## src/rtl/bcd_pkg.sv

```systemverilog
// Shared types and constants for the sequential binary-to-BCD converter.
package bcd_pkg;

  typedef enum logic [1:0] {
    IDLE,
    SHIFT,
    DONE
  } state_t;

  localparam logic [3:0] BCD_ADJ_THRESH = 4'd5;
  localparam logic [3:0] BCD_ADJ_ADD    = 4'd3;

  // ceil(width * log10(2)) using a fixed-point log10(2) ~= 0.30103.
  // width*log10(2) is never an integer for width > 0, so this is the digit
  // count of 2^width - 1.
  function automatic int unsigned bcd_min_digits(input int unsigned width);
    return (width * 30103 + 99999) / 100000;
  endfunction

endpackage

```

## src/rtl/bcd_digit_adj.sv

```systemverilog
// Combinational double-dabble digit correction: add 3 to a digit that is 5 or more.
module bcd_digit_adj
  import bcd_pkg::*;
(
  input  logic [3:0] digit,
  output logic [3:0] adjusted
);

  assign adjusted = (digit >= BCD_ADJ_THRESH) ? digit + BCD_ADJ_ADD : digit;

endmodule

```

## src/rtl/bin_to_bcd_seq.sv

```systemverilog
// Sequential shift-and-add-3 binary-to-BCD converter, one operand bit per clock.
// Build option: define BIN_TO_BCD_SIGNED_EN to treat bin as two's complement.
module bin_to_bcd_seq
  import bcd_pkg::*;
#(
  parameter int unsigned BIN_W  = 8,
  parameter int unsigned DIGITS = 3
) (
  input  logic                  clk,
  input  logic                  rst,
  input  logic                  in_valid,
  output logic                  in_ready,
  input  logic [BIN_W-1:0]      bin,
  output logic                  out_valid,
  input  logic                  out_ready,
  output logic [4*DIGITS-1:0]   bcd,
  output logic                  neg,
  output logic                  ovf
);

  localparam int unsigned ACC_W = 4 * DIGITS;
  localparam int unsigned CNT_W = $clog2(BIN_W + 1);
  localparam logic [CNT_W-1:0] CNT_LAST = CNT_W'(BIN_W - 1);
  localparam logic [CNT_W-1:0] CNT_ONE  = {{(CNT_W-1){1'b0}}, 1'b1};

  state_t state, state_next;

  logic [BIN_W-1:0] operand;
  logic [BIN_W-1:0] magnitude;
  logic             neg_sel;
  logic [ACC_W-1:0] acc;
  logic [ACC_W-1:0] acc_adj;
  logic [CNT_W-1:0] cnt;
  logic             accept;

`ifdef BIN_TO_BCD_SIGNED_EN
  // '0 - bin maps -2^(BIN_W-1) onto itself, which read unsigned is the magnitude.
  assign magnitude = bin[BIN_W-1] ? ('0 - bin) : bin;
  assign neg_sel   = bin[BIN_W-1];
`else
  assign magnitude = bin;
  assign neg_sel   = 1'b0;
`endif

  for (genvar d = 0; d < DIGITS; d++) begin : g_adj
    bcd_digit_adj u_adj (
      .digit    (acc[4*d +: 4]),
      .adjusted (acc_adj[4*d +: 4])
    );
  end

  always_comb begin
    state_next = state;
    accept     = 1'b0;
    case (state)
      IDLE: begin
        if (in_valid && in_ready) begin
          accept     = 1'b1;
          state_next = SHIFT;
        end
      end
      SHIFT: begin
        if (cnt == CNT_LAST) state_next = DONE;
      end
      DONE: begin
        if (out_ready) state_next = IDLE;
      end
      default: state_next = IDLE;
    endcase
  end

  always_ff @(posedge clk or posedge rst) begin
    if (rst) state <= IDLE;
    else     state <= state_next;
  end

  always_ff @(posedge clk or posedge rst) begin
    if (rst) begin
      in_ready  <= 1'b0;
      out_valid <= 1'b0;
      operand   <= '0;
      acc       <= '0;
      cnt       <= '0;
      neg       <= 1'b0;
      ovf       <= 1'b0;
    end else begin
      in_ready  <= (state_next == IDLE);
      out_valid <= (state_next == DONE);
      if (accept) begin
        operand <= magnitude;
        acc     <= '0;
        cnt     <= '0;
        neg     <= neg_sel;
        ovf     <= 1'b0;
      end else if (state == SHIFT) begin
        // Bit leaving the top digit after correction means the value needs more digits.
        operand <= {operand[BIN_W-2:0], 1'b0};
        acc     <= {acc_adj[ACC_W-2:0], operand[BIN_W-1]};
        cnt     <= cnt + CNT_ONE;
        if (acc_adj[ACC_W-1]) ovf <= 1'b1;
      end
    end
  end

  assign bcd = acc;

endmodule

```

## config.mk

```make
export PLATFORM = sky130hd
export DESIGN_NAME = bin_to_bcd_seq
export DESIGN_NICKNAME = d
export VERILOG_FILES = /design/src/rtl/bcd_pkg.sv /design/src/rtl/bcd_digit_adj.sv /design/src/rtl/bin_to_bcd_seq.sv
export SDC_FILE = /design/constraint.sdc
export NUM_CORES = 1
export LEC_CHECK = 0
export CAP_MARGIN = 20
export CORE_AREA = 2 2 60 73
export DETAILED_ROUTE_END_ITERATION = 8
export DIE_AREA = 0 0 62 75
export PLACE_DENSITY = 0.67
export SKIP_LAST_GASP = 1
export SYNTH_ARGS = -nofsm -noshare
export SYNTH_HDL_FRONTEND = slang
export SYNTH_SLANG_ARGS = --single-unit
```

## constraint.sdc

```tcl
create_clock -name clk -period 1.4 [get_ports clk]
set_clock_uncertainty 0.05 [all_clocks]
set_input_delay 0.21 -clock clk [delete_from_list [all_inputs] [get_ports clk]]
set_output_delay 0.21 -clock clk [all_outputs]
set_load 0.01 [all_outputs]
```

==> impl_results.md <==
* RSZ-0062 raised after global routing: yes
* Chip height at 75 um
* Setup Viol. Count Final at 0
* Min Hold Slack at 0.213 ns
* Compound-gate portion of the synthesized area at 25.3%
* Drc violations at 0
* Synthesized area at 1600 um2
* Number of DRC markers in iteration 0 at 28
* Distinct cell type count after synthesis at 37
* Outcome: finished, final reports clean
* Total gr overflow at 0
* Total Routing Usage GR at 18.2%
* Die footprint at 4650 um2
* Post-synthesis simple-gate area fraction at 12.4%
* Via density at 5.01
* Clock slew at reported path FFs at 0.07 ns
* CP endpoint kind: output pin
* Post-synthesis sequential area ratio at 45.3%
* Worst setup SP type: flip-flop
* TritonCTS buffer count at 5
* Worst R2R Setup Slack at 0.02 ns
* Io pins at 28
* Vias in the first global route at 1421
* Main synth FF type: dfrtp_1
* CP required at 1.14 ns
* Core area at 3910 um2
* Post-Layout Cell Count at 278
* Routability Congestion at 0.867
* Yosys synthesis warning count at 0
* Proportion of synthesized area in mux cells at 1.88%
* Fin Setup TNS at 0 ns
* Slew Viols, Final at 0
* Cell count after synthesis at 159
* Initial antenna violation count at 0
* Ant diodes at 0
* Die X at 62 um
* Antenna-violating nets left at 0
* Crit path time final at 1.38 ns
* Vias at 1393
* Critical Path Fanout Max at 3
* Root buffer cell: clkbuf_8
* Initial cell density of the core at 41.0%
* Pre-Repair DR Iteration Count at 4
* IO Port Bufs at 26
* Sink Count at 29
* Data arrival time of the worst path at 1.12 ns
* Leak Pwr at 1.16 nW
* Max frequency at 725 MHz
* Layout cells sized above 1 at 35.3%
* Wire per inst at 13.8 um
* Post-synth EDFFs at 0
* First-pass GRT wire length at 6150 um
* Final net count at 242
* Largest net degree at the start of global routing at 30
* Area leader, netlist: dfrtp_1
* XOR/XNOR share of the synthesized area at 1.64%
* Net count after synthesis at 178
* Post-Route WL at 3830 um
* Number of max-cap violations at 0
* Min-Delay Path Class: primary input to async pin
* P per Cell Area at 2410 nW/um2
* Seq cells post-synth at 29
* Setup CP Type: flip-flop to output pin
* Largest family of logic cells by synthesized area: compound AO/OA/AOI/OAI gates
* Peak VDD IR at 0.000999 V
* Placed insts at 255
* Clock Latency Late Sink at 0.29 ns
* H-tree lvl count at 2
* Period utilization at 98.5%
* Dpl hpwl at 2560 um
* Power consumption at 0.00582 W
* # fillers at 355
* Max clock buf depth at 2
* Adder-Cell Fraction of Synth Area at 5.47%
* Synth top area share at 45.3%
* Rows at 25
* Fin util at 61.6%
* Area grow syn2layout at 50.4%
* Post-cts hold buffer count at 0
* Final Hold Fails at 0
* Synth area leaders: dfrtp_1 45%, ha_1 5.5%, o21ai_0 5.3%
* Post-Syn Area per Cell at 10.1 um2
* CTS tree: built
* Post-synth ARST share at 100%
placed cells by master (no fill, tap or decap), types with 4 or more instances in the layout:
cell             Yosys  layout
buf_4                1      38
o2111ai_1            6       5
clkbuf_8             0       5
inv_1               13       8
inv_2                0       5
o31ai_1              5       4
dfrtp_1             29      26
clkdlybuf4s50_1      0      11
nand2_1             22      22
nor2b_4              1       4
nor2_1               5       5
dlygate4sd2_1        0      14
o21ai_0             17      16
cell families (layout without fill, tap and decap cells):
family                     after synthesis  in the layout
AOI/OAI and AO/OA                       55             55
xor gates and xnor gates                 3              3
adders and majority gates                7              7
buffers and inverters                   22             86
DFF                                     29             29
muxes                                    3              3
other                                    1              1
and+or+nand+nor                         39             40
layer usage:
metal | share of wire (%) | GRT usage, %
met1 | 40 | 20.7
met2 | 55 | 31.7
met3 | 3.7 | 4.81
met4 | 1.6 | 6.86
met5 | 0 | 0
through the flow:
| step | instance area (um2) | worst slack, ns |
|---|---|---|
| final | 2410 | 0.0204 |
| after global placement | 2060 | -0.118 |
| after floorplan | 1600 | 0.00649 |
| after CTS | 2250 | -0.0144 |
| after detailed placement | 2060 | -0.150 |
| after global routing | 2410 | -0.0337 |
flip-flops by register name (all words and copies together) (netlist names):
signal     count
bcd           12
operand        8
cnt            4
state          2
in_ready       1
out_valid      1
ovf            1
Yosys cell counts, types with 2 or more instances:
| library cell | number |
|---|---|
| dfrtp_1 | 29 |
| nand2_1 | 22 |
| o21ai_0 | 17 |
| inv_1 | 13 |
| ha_1 | 7 |
| o2111ai_1 | 6 |
| nor2_1 | 5 |
| o31ai_1 | 5 |
| a22oi_1 | 4 |
| a211oi_1 | 3 |
| buf_2 | 3 |
| buf_6 | 3 |
| mux2i_1 | 3 |
| nor2b_1 | 3 |
| o21a_1 | 3 |
| o221ai_1 | 3 |
| o22ai_1 | 3 |
| or2b_1 | 3 |
| xnor2_1 | 3 |
| nand2b_1 | 2 |
| o211ai_2 | 2 |
| o32ai_1 | 2 |
report_power, final:
group          switching, W  internal (W)
clock              0.000328      0.000706
sequential         0.000224       0.00118
combinational       0.00163       0.00175
total               0.00218       0.00364
critical path, stage by stage, from the launching register on:
cell           delay (ns)
dfrtp_1              0.40
buf_4                0.15
dlygate4sd2_1        0.28
path summary, 6_finish.rpt:
| path | cells past startpoint | endpoint | from |
|---|---|---|---|
| max | 2 | bcd[9] | bcd[9]$_DFFE_PP0P_ |
| max in group asynchronous | 3 | state[1]$_DFF_PP0_ | rst |
| min in group clk | 3 | operand[0]$_DFFE_PP0P_ | bin[0] |
| max reg2reg | 5 | bcd[9]$_DFFE_PP0P_ | bcd[8]$_DFFE_PP0P_ |
| min | 3 | cnt[2]$_DFFE_PP0P_ | rst |
| min reg2reg | 2 | bcd[0]$_DFFE_PP0P_ | operand[7]$_DFFE_PP0P_ |
cell type report:
| class | instances | area, um2 | area share, % |
|---|---|---|---|
| multi-input combinational | 109 | 878 | 36.5 |
| sequential | 29 | 729 | 30.3 |
| timing repair buffer | 65 | 551 | 22.9 |
| clock buffer | 5 | 68.8 | 2.86 |
| tap | 54 | 67.6 | 2.81 |
| clock inverter | 3 | 65.1 | 2.70 |
| inverter | 13 | 48.8 | 2.03 |
repair_timing:
item / in CTS / in global routing
endpoints found under the setup margin: 18 / 17
setup buffers: 9 / 5
gates cloned: 0 / 1
resized for setup: 20 / 22
pin swaps: 5 / 8
Note: power is estimated with default switching activity, not from simulation.
